<file path="src/rtl/usb3_rx_pkg.sv">
// Shared constants and types for the USB 3.0 RX training sequencer.
// Symbol codes, TS identifiers and the lock FSM encoding.
package usb3_rx_pkg;

    localparam logic [7:0]  K_COM    = 8'hBC;
    localparam logic [7:0]  TS1_ID   = 8'h4A;
    localparam logic [7:0]  TS2_ID   = 8'h45;
    localparam logic [31:0] COM_WORD = {4{K_COM}};
    localparam int          LF_DIS_SCR_BIT = 3;

    typedef enum logic [1:0] {
        HUNT   = 2'd0,
        CHECK  = 2'd1,
        LOCKED = 2'd2
    } state_t;

endpackage

</file>
<file path="src/rtl/usb3_ts_parser.sv">
// TS1/TS2 ordered-set parser over the 4-symbol word stream.
// Strobes are valid in the cycle the closing word is presented.
module usb3_ts_parser
    import usb3_rx_pkg::*;
(
    input  logic        local_clk,
    input  logic        reset_n,
    input  logic [31:0] in_data,
    input  logic [3:0]  in_datak,
    input  logic        in_active,
    output logic        ts_done,
    output logic        ts_bad,
    output logic [7:0]  ts_type,
    output logic [7:0]  ts_lf
);

    logic [1:0] idx, idx_nxt;
    logic [7:0] id, id_nxt;
    logic [7:0] lf, lf_nxt;
    logic       is_com;
    logic       w1_ok;
    logic       wn_ok;

    assign is_com = (in_data == COM_WORD) && (in_datak == 4'hF);
    assign w1_ok  = (in_datak == 4'h0)
                 && (in_data[31:24] == 8'h00)
                 && (in_data[15:8] == in_data[7:0])
                 && ((in_data[15:8] == TS1_ID) || (in_data[15:8] == TS2_ID));
    assign wn_ok  = (in_datak == 4'h0) && (in_data == {4{id}});

    assign ts_type = id;
    assign ts_lf   = lf;

    always_comb begin
        idx_nxt = idx;
        id_nxt  = id;
        lf_nxt  = lf;
        ts_done = 1'b0;
        ts_bad  = 1'b0;
        if (in_active) begin
            unique case (idx)
                2'd0: begin
                    if (is_com) idx_nxt = 2'd1;
                end
                2'd1: begin
                    if (w1_ok) begin
                        idx_nxt = 2'd2;
                        id_nxt  = in_data[15:8];
                        lf_nxt  = in_data[23:16];
                    end else begin
                        ts_bad = 1'b1;
                    end
                end
                2'd2: begin
                    if (wn_ok) idx_nxt = 2'd3;
                    else       ts_bad  = 1'b1;
                end
                2'd3: begin
                    if (wn_ok) begin
                        idx_nxt = 2'd0;
                        ts_done = 1'b1;
                    end else begin
                        ts_bad = 1'b1;
                    end
                end
            endcase
            // A COM word that breaks a set is taken as the start of the next one
            if (ts_bad) idx_nxt = is_com ? 2'd1 : 2'd0;
        end
    end

    always_ff @(posedge local_clk) begin
        if (!reset_n) begin
            idx <= 2'd0;
            id  <= 8'h00;
            lf  <= 8'h00;
        end else begin
            idx <= idx_nxt;
            id  <= id_nxt;
            lf  <= lf_nxt;
        end
    end

endmodule

</file>
<file path="src/rtl/usb3_rx_train_ctrl.sv">
// RX training sequencer: ordered-set lock FSM, error accounting
// and descrambler enable for the USB 3.0 receive path.
module usb3_rx_train_ctrl
    import usb3_rx_pkg::*;
#(
    parameter int unsigned LOCK_COUNT = 8,
    parameter int unsigned ERR_LIMIT  = 4,
    parameter int unsigned CNT_W      = 16
) (
    input  logic             local_clk,
    input  logic             reset_n,
    input  logic             scr_allow,
    input  logic [31:0]      in_data,
    input  logic [3:0]       in_datak,
    input  logic             in_active,
    input  logic             in_skp_err,
    output logic             ds_enable,
    output logic             link_lock,
    output logic             rx_ts1,
    output logic             rx_ts2,
    output logic [7:0]       link_func,
    output logic             scr_disabled,
    output logic [CNT_W-1:0] err_count,
    output logic             lock_lost
);

    localparam logic [7:0] LOCK_MAX = LOCK_COUNT[7:0];
    localparam logic [7:0] ERR_MAX  = ERR_LIMIT[7:0];

    logic       ts_done;
    logic       ts_bad;
    logic [7:0] ts_type;
    logic [7:0] ts_lf;
    logic       new_ts2;

    state_t     state, state_nxt;
    logic [7:0] good_cnt, good_nxt;
    logic [7:0] bad_cnt, bad_nxt;
    logic       cur_ts2, type_nxt;
    logic       lost_nxt;

    logic             skp_q;
    logic             skp_rise;
    logic [1:0]       err_inc;
    logic [CNT_W:0]   err_sum;
    logic [CNT_W-1:0] err_nxt;

    usb3_ts_parser u_parser (
        .local_clk (local_clk),
        .reset_n   (reset_n),
        .in_data   (in_data),
        .in_datak  (in_datak),
        .in_active (in_active),
        .ts_done   (ts_done),
        .ts_bad    (ts_bad),
        .ts_type   (ts_type),
        .ts_lf     (ts_lf)
    );

    assign new_ts2   = (ts_type == TS2_ID);
    assign link_lock = (state == LOCKED);

    assign skp_rise = in_skp_err & ~skp_q;
    assign err_inc  = {1'b0, ts_bad} + {1'b0, skp_rise};
    assign err_sum  = {1'b0, err_count} + (CNT_W+1)'(err_inc);
    assign err_nxt  = err_sum[CNT_W] ? '1 : err_sum[CNT_W-1:0];

    always_comb begin
        state_nxt = state;
        good_nxt  = good_cnt;
        bad_nxt   = bad_cnt;
        type_nxt  = cur_ts2;
        lost_nxt  = 1'b0;
        unique case (state)
            HUNT: begin
                if (ts_done) begin
                    good_nxt  = 8'd1;
                    type_nxt  = new_ts2;
                    state_nxt = (LOCK_MAX == 8'd1) ? LOCKED : CHECK;
                end
            end
            CHECK: begin
                if (ts_done) begin
                    if (new_ts2 == cur_ts2) begin
                        if (good_cnt + 8'd1 >= LOCK_MAX) begin
                            good_nxt  = LOCK_MAX;
                            state_nxt = LOCKED;
                        end else begin
                            good_nxt = good_cnt + 8'd1;
                        end
                    end else begin
                        good_nxt = 8'd1;
                        type_nxt = new_ts2;
                    end
                end else if (ts_bad) begin
                    good_nxt  = 8'd0;
                    state_nxt = HUNT;
                end
            end
            LOCKED: begin
                if (ts_done) begin
                    bad_nxt = 8'd0;
                end else if (ts_bad) begin
                    if (bad_cnt + 8'd1 >= ERR_MAX) begin
                        bad_nxt   = 8'd0;
                        good_nxt  = 8'd0;
                        lost_nxt  = 1'b1;
                        state_nxt = HUNT;
                    end else begin
                        bad_nxt = bad_cnt + 8'd1;
                    end
                end
            end
            default: begin
                state_nxt = HUNT;
                good_nxt  = 8'd0;
                bad_nxt   = 8'd0;
            end
        endcase
    end

    always_ff @(posedge local_clk) begin
        if (!reset_n) begin
            state        <= HUNT;
            good_cnt     <= 8'd0;
            bad_cnt      <= 8'd0;
            cur_ts2      <= 1'b0;
            skp_q        <= 1'b0;
            rx_ts1       <= 1'b0;
            rx_ts2       <= 1'b0;
            link_func    <= 8'h00;
            scr_disabled <= 1'b0;
            err_count    <= '0;
            lock_lost    <= 1'b0;
            ds_enable    <= 1'b0;
        end else begin
            state     <= state_nxt;
            good_cnt  <= good_nxt;
            bad_cnt   <= bad_nxt;
            cur_ts2   <= type_nxt;
            skp_q     <= in_skp_err;
            rx_ts1    <= ts_done & ~new_ts2;
            rx_ts2    <= ts_done & new_ts2;
            err_count <= err_nxt;
            lock_lost <= lost_nxt;
            ds_enable <= scr_allow & ~scr_disabled;
            if (ts_done) link_func <= ts_lf;
            if (ts_done && new_ts2) scr_disabled <= ts_lf[LF_DIS_SCR_BIT];
        end
    end

endmodule

</file>
<file path="config.mk">
export PLATFORM = sky130hd
export DESIGN_NAME = usb3_rx_train_ctrl
export DESIGN_NICKNAME = d
export VERILOG_FILES = /design/src/rtl/usb3_rx_pkg.sv /design/src/rtl/usb3_ts_parser.sv /design/src/rtl/usb3_rx_train_ctrl.sv
export SDC_FILE = /design/constraint.sdc
export NUM_CORES = 1
export LEC_CHECK = 0
export ABC_AREA = 1
export CORE_MARGIN = 5
export CORE_UTILIZATION = 54
export CTS_BUF_LIST = sky130_fd_sc_hd__clkbuf_16
export CTS_CLUSTER_DIAMETER = 150
export DETAILED_ROUTE_END_ITERATION = 8
export PLACE_DENSITY = 0.81
export SETUP_SLACK_MARGIN = 0.15
export SLEW_MARGIN = 10
export SYNTH_ARGS = -nofsm -noshare
export SYNTH_HDL_FRONTEND = slang
export SYNTH_SLANG_ARGS = --single-unit
</file>
<file path="constraint.sdc">
create_clock -name local_clk -period 4.1 [get_ports local_clk]
set_input_delay 0.82 -clock local_clk [delete_from_list [all_inputs] [get_ports local_clk]]
set_output_delay 0.82 -clock local_clk [all_outputs]
set_load 0.02 [all_outputs]
</file>
==> impl_metrics.csv, run 1 <==
group,metric,value,unit
outcome,status,"completed",
logic_synthesis,syn_inst,618,
sta,worst_slew_pin_slew,0.536,ns
floorplan,boundaryPins,71,
place,pre_cts_slack,-0.0348,ns
floorplan,core,7650,sq um
setup_path,worstSetupPathType,"input pin to register",
logic_synthesis,synth_seq_cells,67,
power_and_ir_drop,power_density,311,nW/um^2
grt,grtUsageTotal,0.245,
logic_synthesis,synth.area.top_cells,"dfxtp_1, nand2_1, inv_1",
floorplan,fp-row-count,32,
grt,grt_pass1_vias,4171,
logic_synthesis,netlist.top_cell.by_area,"dfxtp_1",
grt,use_met2,0.396,
setup_path,arrival,4.03,ns
logic_synthesis,synthesis.nets,669,
sta,final_hold_viol_count,0,
power_and_ir_drop,p_leak,2.42,nW
place,hpwl,8750,um
setup_path,critPathCaptureType,"register",
grt,grt_use_met1,0.327,
clock_network,clk_path_buf_depth,2,
sta,slew_violations,0,
sta,setup_violations,0,
grt,gr-total-overflow,0,
finish,syn2layout_area_growth,29.0,%
clock_network,cts_tree,"done",
logic_synthesis,synth_area,4180,sq um
floorplan,initial_core_util,0.547,
clock_network,cts_setup_buffers,0,
clock_network,insertion_delay,0.33,ns
logic_synthesis,synth_edf_count,0,
clock_network,root_buffer,"clkbuf_16",
detailed_routing,viasPerCell,5.28,
logic_synthesis,yosys.area.top_type_share,0.321,
sta,skew,0.00819,ns
grt,grt_max_degree,34,
clock_network,htreeDepth,3,
job,cap_violations,0,
setup_path,crit_required,4.30,ns
floorplan,die_y,98.0,um
place,portBuffers,70,
detailed_routing,drt_pass1_iterations,5,
finish,nets,748,
clock_network,ctsResizeCount,0,
finish,utilization,0.705,
hold_path,hp-class,"register to register",
logic_synthesis,yosys_warnings,0,
detailed_routing,vias,4245,
clock_network,clock-sinks,67,
sta,hold_ws,0.449,ns
setup_path,crit_path_start_kind,"input pin",
detailed_routing,dr.first_iter.drc_count,290,
sta,max_freq,261,MHz
floorplan,fp.dieW,98.0,um
clock_network,clk_pin_slew_worst_paths,0.06,ns
place,gp_congestion,0.965,
sta,min_period,3.83,ns
setup_path,cp_max_fo,4,
grt,antenna_found_initial,0,
logic_synthesis,synth_top_flop_cell,"dfxtp_1",
finish,layout-drive-gt1-share,0.0997,
grt,met3_usage,0.0464,
power_and_ir_drop,vdd_drop_max,0.226,mV
sta,rsz0062_at_grt,"false",
finish,n_antenna_cell,0,
detailed_routing,post_drt_wl_per_cell,14.6,um
sta,min_period_over_period,0.934,
clock_network,ctsHoldBuffers,0,
logic_synthesis,synth-async-reset-ratio,0,
sta,slew-limit-headroom,0.642,
floorplan,die_area,9610,sq um
finish,final_cell_mix,"nand2_1, inv_1, nor2_1",
detailed_routing,finalWirelength,11700,um
finish,final_common_cell,"nand2_1",
sta,timing.final.ws_setup,0.272,ns
logic_synthesis,yosysUniqueCellTypes,43,
detailed_routing,drc,0,
logic_synthesis,syn_area_per_cell,6.77,sq um
grt,busiest_layer,"met2",
detailed_routing,ant_nets,0,
sta,fin_tns_setup,0,ns
grt,grt_pass1_wl,19500,um
logic_synthesis,ys_seq_area_frac,0.321,
clock_network,cts_buffers,9,
-- synth_stat cells, types with 2 or more instances --
cell type	number
a211oi_1	13
a21oi_1	32
o31ai_1	2
nor4_2	3
nor2_2	3
nand3_2	2
nand4_2	2
xnor2_1	16
buf_2	3
xor2_1	11
clkbuf_1	6
nand2_4	3
dfxtp_1	67
xnor2_2	3
nand2_1	139
nand4_1	18
nor3_1	17
ha_1	9
nand3b_1	5
nand2_2	3
buf_6	8
or2_1	2
nor2_1	77
o21ai_0	23
nor4_1	7
nand3_1	27
inv_1	96
inv_2	6
-- critical path, cell delays in order --
cell	delay [ns]
clkdlybuf4s50_1	0.55
inv_1	0.12
nand2_1	0.07
nand2_1	0.05
nor2_1	0.11
nand3_1	0.12
nor2_2	0.13
nand3_2	0.08
nand2_2	0.09
a21oi_1	0.08
nand2_1	0.13
inv_1	0.08
fa_1	0.42
ha_1	0.22
nand3_1	0.13
nor4_2	0.06
nand3_1	0.12
nor2_2	0.07
inv_1	0.12
nor3_4	0.06
o31ai_1	0.32
inv_1	0.09
-- path summary, 6_finish.rpt --
kind,from,to,slack (ns),depth (start not counted)
max,in_data[1],err_count[14],0.27,22
min,u_parser.ts_lf[4],link_func[4],0.45,2
max reg2reg,u_parser.ts_type[4],err_count[14],0.75,20
min reg2reg,u_parser.ts_lf[4],link_func[4],0.45,2
-- sequential cells by signal, indices dropped and copies added (netlist names) --
signal	count
skp_q	1
lock_lost	1
cur_ts2	1
u_parser.ts_type	8
rx_ts2	1
good_cnt	8
bad_cnt	8
state	2
ds_enable	1
scr_disabled	1
u_parser.ts_lf	8
rx_ts1	1
u_parser.idx	2
link_func	8
err_count	16
-- layout make-up --
type / count / area [sq um]
Clock inverter: 7 / 100
Sequential cell: 67 / 1340
Tap cell: 102 / 128
Multi-Input combinational cell: 430 / 2370
Fill cell: 629 / 2250
Timing Repair Buffer: 86 / 838
Clock buffer: 9 / 225
Inverter: 103 / 388
-- per-stage QoR --
stage               std cells  total power, W  area [sq um]
global placement          788        0.000852          5000
finish                    804         0.00168          5400
CTS                       804         0.00168          5320
floorplan                 618        0.000766          4180
global route              804         0.00174          5400
detailed placement        788        0.000856          5000
-- routing by layer --
layer,up-vias,routed length (um),part of all wire
met2,168,5410,0.46
met1,1920,5280,0.45
met5,-,0,0
li1,2132,-,-
met3,25,782,0.067
met4,0,228,0.019
-- report_power, final --
part           internal, W  total [W]  switching [W]
logic            0.0000820   0.000185       0.000103
clock network     0.000536   0.000830       0.000294
registers         0.000657   0.000662     0.00000541
-- cells by family after synthesis --
logic type      Yosys count  synth area share
buf+inv                 121             0.125
compound gates           77             0.106
simple gates            313             0.348
xor+xnor                 30            0.0682
fa+ha+maj                10            0.0317
flops                    67             0.321
Note: power is estimated with default switching activity, not from simulation.
==> inputs of run 2 (changes only) <==
SKIP_CTS_REPAIR_TIMING = 1   (was unset)
==> results of run 2 <==
The final DEF is identical to that of run 1; final timing and power are the same.
==> inputs of run 3 (changes only) <==
CTS_CLUSTER_DIAMETER = unset   (was 150)
CTS_CLUSTER_SIZE = 40   (was unset)
==> results of run 3 <==
The final DEF is identical to that of run 1; final timing and power are the same.
